$ cat config.mk
export PLATFORM = sky130hd
export DESIGN_NAME = io_port_bridge
export DESIGN_NICKNAME = d
export VERILOG_FILES = /design/src/rtl/io_port_bridge.sv
export SDC_FILE = /design/constraint.sdc
export NUM_CORES = 1
export LEC_CHECK = 0
export CAP_MARGIN = 10
export CORE_MARGIN = 2
export CORE_UTILIZATION = 54
export DETAILED_ROUTE_END_ITERATION = 10
export MAX_ROUTING_LAYER = met4
export PLACE_DENSITY_LB_ADDON = 0.3
export SYNTH_ARGS = -nofsm -noshare
export SYNTH_HDL_FRONTEND = slang
export SYNTH_SLANG_ARGS = --single-unit
$ cat constraint.sdc
create_clock -name clk -period 3.1 [get_ports clk]
set_clock_uncertainty 0.15 [all_clocks]
set_input_delay 0.31 -clock clk [delete_from_list [all_inputs] [get_ports clk]]
set_output_delay 0.31 -clock clk [all_outputs]
set_load 0.1 [all_outputs]
$ cat src/rtl/io_port_bridge.sv
// io_port_bridge: peripheral-side I/O stage for the pipelined CPU port bus.
// Decodes port writes into an LED register, a TX byte FIFO with a
// valid/ready drain and button interrupt control. Returns read data
// combinationally from port_id. Pushbuttons are synchronized and
// rising-edge detected into maskable pending bits that drive a
// registered interrupt.
module io_port_bridge #(
    parameter int FIFO_DEPTH = 8,
    parameter int BTN_WIDTH  = 4
) (
    input  logic                 clk,
    input  logic                 rst,
    input  logic [7:0]           port_id,
    input  logic [7:0]           out_port,
    input  logic                 io_strb,
    output logic [7:0]           in_port,
    input  logic [7:0]           switches,
    input  logic [BTN_WIDTH-1:0] buttons,
    output logic [7:0]           leds,
    output logic [7:0]           tx_data,
    output logic                 tx_valid,
    input  logic                 tx_ready,
    output logic                 interrupt
);

    localparam int AW = $clog2(FIFO_DEPTH);

    // Port map
    localparam logic [7:0] ID_RD_SWITCHES = 8'h20;
    localparam logic [7:0] ID_RD_BUTTONS  = 8'h21;
    localparam logic [7:0] ID_RD_STATUS   = 8'h22;
    localparam logic [7:0] ID_RD_PENDING  = 8'h23;
    localparam logic [7:0] ID_RD_MASK     = 8'h24;
    localparam logic [7:0] ID_WR_LEDS     = 8'h40;
    localparam logic [7:0] ID_WR_TX       = 8'h41;
    localparam logic [7:0] ID_WR_W1C      = 8'h42;
    localparam logic [7:0] ID_WR_MASK     = 8'h43;
    localparam logic [7:0] ID_WR_OVF_CLR  = 8'h44;

    // ------------------------------------------------------------------
    // Write strobes
    // ------------------------------------------------------------------
    logic wr_leds;
    logic wr_tx;
    logic wr_w1c;
    logic wr_mask;
    logic wr_ovf_clr;

    assign wr_leds    = io_strb && (port_id == ID_WR_LEDS);
    assign wr_tx      = io_strb && (port_id == ID_WR_TX);
    assign wr_w1c     = io_strb && (port_id == ID_WR_W1C);
    assign wr_mask    = io_strb && (port_id == ID_WR_MASK);
    assign wr_ovf_clr = io_strb && (port_id == ID_WR_OVF_CLR);

    // ------------------------------------------------------------------
    // LED register
    // ------------------------------------------------------------------
    logic [7:0] leds_reg;

    // Latch the LED byte on an OUT to the LED port
    always_ff @(posedge clk) begin
        if (rst) begin
            leds_reg <= 8'h00;
        end else if (wr_leds) begin
            leds_reg <= out_port;
        end
    end

    assign leds = leds_reg;

    // ------------------------------------------------------------------
    // TX FIFO: pointers carry one extra wrap bit so full and empty can be
    // told apart without a separate count.
    // ------------------------------------------------------------------
    logic [7:0]  fifo_mem [FIFO_DEPTH];
    logic [AW:0] wr_ptr_reg;
    logic [AW:0] rd_ptr_reg;
    logic        fifo_empty;
    logic        fifo_full;
    logic        push_ok;
    logic        pop_ok;
    logic        overflow_reg;

    assign fifo_empty = (wr_ptr_reg == rd_ptr_reg);
    assign fifo_full  = (wr_ptr_reg[AW] != rd_ptr_reg[AW]) &&
                        (wr_ptr_reg[AW-1:0] == rd_ptr_reg[AW-1:0]);

    // A push into a full FIFO is dropped even if a pop frees a slot this
    // same cycle; the fullness seen by the CPU at the strobe decides.
    assign push_ok = wr_tx && !fifo_full;
    assign pop_ok  = !fifo_empty && tx_ready;

    // Store accepted bytes; contents need no reset since the pointers gate them
    always_ff @(posedge clk) begin
        if (push_ok) begin
            fifo_mem[wr_ptr_reg[AW-1:0]] <= out_port;
        end
    end

    // Advance the write and read pointers; reset discards everything queued
    always_ff @(posedge clk) begin
        if (rst) begin
            wr_ptr_reg <= '0;
            rd_ptr_reg <= '0;
        end else begin
            if (push_ok) begin
                wr_ptr_reg <= wr_ptr_reg + 1'b1;
            end
            if (pop_ok) begin
                rd_ptr_reg <= rd_ptr_reg + 1'b1;
            end
        end
    end

    // Sticky overflow flag, set by a dropped push and cleared by its own port
    always_ff @(posedge clk) begin
        if (rst) begin
            overflow_reg <= 1'b0;
        end else if (wr_tx && fifo_full) begin
            overflow_reg <= 1'b1;
        end else if (wr_ovf_clr) begin
            overflow_reg <= 1'b0;
        end
    end

    assign tx_valid = !fifo_empty;
    assign tx_data  = fifo_empty ? 8'h00 : fifo_mem[rd_ptr_reg[AW-1:0]];

    // ------------------------------------------------------------------
    // Buttons: 2-flop synchronizer, rising-edge detect, pending/mask
    // ------------------------------------------------------------------
    logic [BTN_WIDTH-1:0] btn_meta_reg;
    logic [BTN_WIDTH-1:0] btn_sync_reg;
    logic [BTN_WIDTH-1:0] btn_prev_reg;
    logic [BTN_WIDTH-1:0] btn_rise;
    logic [BTN_WIDTH-1:0] pending_reg;
    logic [BTN_WIDTH-1:0] pending_next;
    logic [BTN_WIDTH-1:0] mask_reg;
    logic                 interrupt_reg;

    // Bring the asynchronous buttons into the clock domain and keep the
    // previous synchronized sample for edge detection
    always_ff @(posedge clk) begin
        if (rst) begin
            btn_meta_reg <= '0;
            btn_sync_reg <= '0;
            btn_prev_reg <= '0;
        end else begin
            btn_meta_reg <= buttons;
            btn_sync_reg <= btn_meta_reg;
            btn_prev_reg <= btn_sync_reg;
        end
    end

    // Per-bit pending update: a fresh rising edge beats a coincident W1C
    for (genvar gi = 0; gi < BTN_WIDTH; gi++) begin : g_btn
        assign btn_rise[gi]     = btn_sync_reg[gi] && !btn_prev_reg[gi];
        assign pending_next[gi] = btn_rise[gi] ||
                                  (pending_reg[gi] && !(wr_w1c && out_port[gi]));
    end

    // Pending bits collect edges regardless of the mask
    always_ff @(posedge clk) begin
        if (rst) begin
            pending_reg <= '0;
        end else begin
            pending_reg <= pending_next;
        end
    end

    // Interrupt enable mask
    always_ff @(posedge clk) begin
        if (rst) begin
            mask_reg <= '0;
        end else if (wr_mask) begin
            mask_reg <= out_port[BTN_WIDTH-1:0];
        end
    end

    // Registered level interrupt from the enabled pending bits
    always_ff @(posedge clk) begin
        if (rst) begin
            interrupt_reg <= 1'b0;
        end else begin
            interrupt_reg <= |(pending_reg & mask_reg);
        end
    end

    assign interrupt = interrupt_reg;

    // ------------------------------------------------------------------
    // Read decode
    // ------------------------------------------------------------------
    logic [7:0] btn_ext;
    logic [7:0] pending_ext;
    logic [7:0] mask_ext;
    logic [7:0] status_byte;

    // Zero-extend the narrow button-side fields to a full port byte
    always_comb begin
        btn_ext                       = 8'h00;
        pending_ext                   = 8'h00;
        mask_ext                      = 8'h00;
        btn_ext[BTN_WIDTH-1:0]        = btn_sync_reg;
        pending_ext[BTN_WIDTH-1:0]    = pending_reg;
        mask_ext[BTN_WIDTH-1:0]       = mask_reg;
    end

    assign status_byte = {5'b00000, overflow_reg, fifo_full, fifo_empty};

    // Side-effect-free read mux addressed directly by port_id
    always_comb begin
        in_port = 8'h00;
        case (port_id)
            ID_RD_SWITCHES: in_port = switches;
            ID_RD_BUTTONS:  in_port = btn_ext;
            ID_RD_STATUS:   in_port = status_byte;
            ID_RD_PENDING:  in_port = pending_ext;
            ID_RD_MASK:     in_port = mask_ext;
            default:        in_port = 8'h00;
        endcase
    end

endmodule

# After elaboration in Yosys (flattened, before gate mapping)
# Memory sizes are Yosys's and may differ from the RTL's. A register that Yosys moved wholly into a read port is not among the register bits.
# Index checks and enable logic that the tools add are counted.
# word_totals
register_bits	38
output_inout_bits	26
word_cells	72
mem_count	1
mem_bits_rw	64
inputBits	32
# classes
add_sub_neg	2
reduce_logical	37
n_bitwise	1
muxes	8
eq_ne	13
# mem_list
memory	words	width	read_ports	rd_clocked_by_memory_dff	wr	line	rtl
fifo_mem	8	8	1	1	1	75	logic [7:0] fifo_mem [FIFO_DEPTH];
# ops
op	n
$eq A8 B6 Y1 const B	5
$eq A8 B7 Y1 const B	5
$pmux W8 S5	1
$logic_and A1 B1 Y1	21
$logic_not A1 Y1	10
$add A4 B1 Y4 const B	2
$mux W8	1
$mux W3	2
$and A4 B4 Y4	1
$eq A4 B4 Y1	1
$logic_or A1 B1 Y1	4
$mux W1	4
$reduce_or A4 Y1	1
$eq A3 B3 Y1	1
$reduce_bool A2 Y1	1
$ne A1 B1 Y1	1

# Logic depth before layout (Yosys ltp)
# depth
depth_word	6
ltp_mapped	7

# Least setup slack after synthesis
# Ideal clock, no wire load.
# synth_path
path_kind	reg2out
startpoint	register with a tool-made name
endpoint	output port tx_data[5]
n_path_buf	2
t_required_ns	2.640
arrival_time_ns	2.465
slack_ns	0.175
path_stages_with_launch	6
path_cell_list	dfxtp_1 > buf_1 > clkbuf_1 > mux4_2 > mux2i_1 > nor2_1
# synth_rtl
item	line	rtl
end, declared	20	output logic [7:0] tx_data,

# Worst setup path in the final report
# layout_path
startpoint	input port port_id[0]
endpoint	output port in_port[7]
# layout_via
elab_chain_len	2
# layout_lines
item	line	rtl
start, declared	13	input logic [7:0] port_id,
$eq A8 B6 Y1	214	case (port_id)
$pmux W8 S5 (*)	214	
end, declared	16	output logic [7:0] in_port,
# Mark *: on every way between the ends. The rest lies on a longest branch, timed or not.

==> flow_summary.yaml <==
outcome:
  outcome: "finished, final reports clean"
synth:
  post_synth_xor_area_fraction_pct: 1.58
  synth_fa_ha_area_share_pct: 0.585
  number_of_enable_type_register_cells_in_the_synthesized_netlist: 64
  muxShareOfSynthArea_pct: 15.2
  synth_area_leader_cell: "edfxtp_1"
  post_synth_main_area_contributors: "edfxtp_1 45%, dfxtp_1 19%, mux4_2 8.4%, mux2i_1 6.8%, nor2_1 2.1%"
  synth_top_family_by_area: "multiplexers"
  synth_cells: 303
  synth_seq_cells: 105
  yosys.area.top_type_share_pct: 45.0
  post-synth-top-count-cell: "edfxtp_1"
  synth-main-ff-cell: "edfxtp_1"
  yosysSeqAreaShare_pct: 64.1
  synth_compound_gate_area_share_pct: 4.18
  synth_area_mm2: 0.00428
  nets_in_the_synthesized_netlist: 337
  post_synth_and_or_nand_nor_area_fraction_pct: 11.9
  synth.yosys.warnings: 0
  synth.lib_cells_used.distinct: 36
  syn-mean-instance-area_um2: 14.1
  top_cells_by_instance_count_after_synthesis: "64 x edfxtp_1, 41 x dfxtp_1, 29 x mux2i_1"
  async_s_r_ff_share_synth_pct: 0
timing:
  final_period_minus_worst_setup_slack_ps: 2660
  layout_worst_path_cycle_share_pct: 85.8
  tns_ps: 0
  final-setup-viol-count: 0
  setup_repair_after_global_routing_missed_its_margin: "no"
  max_freq_mhz: 376
  slew_margin_rel_pct: 49.8
  worstMarginPinSlew_ps: 752
  report.final.slew_viol_count: 0
  timing_hold_violations_final: 0
pwr:
  peakVddDrop_mv: 0.259
  power-per-cell-area_mw_per_mm2: 451
  total_power_mw: 2.36
  power.static_leakage_nw: 1.90
cts:
  cts_inserted_buffers: 9
  cts_htree_levels: 3
  clock_pin_slew_on_the_worst_setup_and_hold_paths_ps: 100
  cts_tree: "built"
  cts.sink_count: 105
  cts.path.max_buffers: 2
  worstSkewPairLatency_ps: 350
  cts_hold_buf: 0
  cts_setup_buffers: 0
  cts_root_buffer: "clkbuf_8"
  number_of_gates_resized_after_cts: 0
floorplanning:
  io-pin-count: 58
  initial_utilization_pct: 55.6
  core_region_area_mm2: 0.00769
  dieWidth_um: 93.0
  rows: 32
  die_area_mm2: 0.00865
  floorplan.die.height_um: 93.0
route:
  drt_drc_violations_left: 0
  post_detailed_route_wirelength_per_cell_um: 16.7
  viasPerCell: 5.46
  antenna_left: 0
  postRouteWirelength_um: 7960
  vias: 2604
  first_iter_violations: 159
  drt-pass1-iter-count: 4
setup_path:
  critPathLaunchType: "input port"
  endpoint_kind: "output pin"
  timing.critical_path.from: "port_id[0]"
  critical_path_required_ps: 2640
  path_class: "in -> out"
  cp_data_arrival_time_ps: 2200
  worstReg2RegStart: "wr_ptr_reg[0]$_SDFFE_PP0P_"
  ff2ff_path_depth: 6
  crit_path_end: "in_port[7]"
  timing.reg2reg.setup_slack_ps: 670
  crit_fanout: 7
  critical_path.reg2reg.endpoint: "fifo_mem[1][2]$_DFFE_PP_"
cells_and_area:
  largest_register_ffs: 64
  drive_above_1_share_pct: 21.9
  syn2layout_area_growth_pct: 22.7
  antennaDiodeCount: 0
  finalCoreUtilization_pct: 68.2
  finish.instance_area_mm2: 0.00525
  final_cells: 477
  layout.nets: 404
grt:
  maximum_number_of_pins_on_one_net_before_global_route_repair: 21
  initial_antenna_violation_count: 0
  first_global_vias: 2663
  grt_pass1_wl_um: 13200
  globalRouteOverflowTotal: 0
  gr_usage_total_pct: 20.5
hold_path:
  worst_hold_path_type: "reg -> reg"
placement:
  dpl_cell_area_mm2: 0.00507
  placement.io_buffers: 57
  dpl.hpwl_um: 5760
  place_inst: 461
  global_placement_routability_congestion: 0.884
job:
  max_cap_violations: 0
[cell families (layout without fill, tap and decap cells)]
| group | count (synthesis) | after routing |
|---|---|---|
| AOI/OAI and AO/OA | 30 | 30 |
| xor gates and xnor gates | 6 | 6 |
| adders and majority gates | 2 | 2 |
| buffers and inverters | 25 | 97 |
| DFF | 105 | 105 |
| muxes | 45 | 45 |
| and+or+nand+nor | 90 | 90 |
[metal layers]
layer  GRT usage (%)  wire length [um]  vias to the layer above
met4            6.50                80                        0
li1                -                 -                     1263
met1            27.4              3640                     1286
met2            32.9              3980                       48
met5               -                 0                        -
met3            3.38               260                        7
[stage by stage]
stage,hold WS (ps),worst slack [ps]
after global routing,317,319
after detailed placement,277,356
final,294,439
after global placement,268,427
after CTS,302,437
after floorplan,259,175
[worst min path at each step]
stage                               start                    endpoint  slack [ps]  cells after the start
2_1_floorplan                 out_port[0]    fifo_mem[0][0]$_DFFE_PP_         260                      0
5_1_grt        btn_meta_reg[2]$_SDFF_PP0_  btn_sync_reg[2]$_SDFF_PP0_         320                      1
3_3_place_gp   btn_meta_reg[3]$_SDFF_PP0_  btn_sync_reg[3]$_SDFF_PP0_         270                      1
6_report       btn_meta_reg[2]$_SDFF_PP0_  btn_sync_reg[2]$_SDFF_PP0_         290                      1
4_1_cts        btn_meta_reg[2]$_SDFF_PP0_  btn_sync_reg[2]$_SDFF_PP0_         300                      1
3_5_place_dp   btn_meta_reg[3]$_SDFF_PP0_  btn_sync_reg[3]$_SDFF_PP0_         280                      1
[worst max-delay path: stages]
cell and delay [ps]:
clkdlybuf4s50_1 450, or3_1 500, nor3b_1 500, and2_1 260
buf_12 190
[power breakdown]
group,internal (mW),switching [mW],total (mW)
clock network,0.305,0.458,0.763
registers,1.49,0.00456,1.49
logic,0.0563,0.0534,0.110
[cell usage in the layout, fill, tap and decap left out, types with 3 or more instances in the layout]
master / n
dfxtp_1: 41
nand2b_1: 5
a21oi_1: 12
nand3_1: 4
edfxtp_1: 64
o31ai_1: 3
buf_4: 36
o22ai_1: 4
nor2_1: 24
mux2i_1: 29
nor4_1: 5
and2_1: 5
nand2_1: 13
or3_1: 4
nor4b_1: 3
clkdlybuf4s50_1: 31
mux4_2: 16
inv_1: 6
inv_6: 4
buf_12: 8
o21ai_0: 8
xor2_1: 3
nor2b_1: 12
clkbuf_8: 9
[layout make-up]
| cell class | count | area, um^2 |
|---|---|---|
| tap | 102 | 128 |
| timing repair buffer | 75 | 741 |
| clock buffer | 10 | 128 |
| inverter | 6 | 22.5 |
| clock inverter | 6 | 48.8 |
| sequential | 105 | 2740 |
| multi-input combinational | 173 | 1440 |
| fill | 569 | 2440 |
Power figures use the tool's default switching activity.
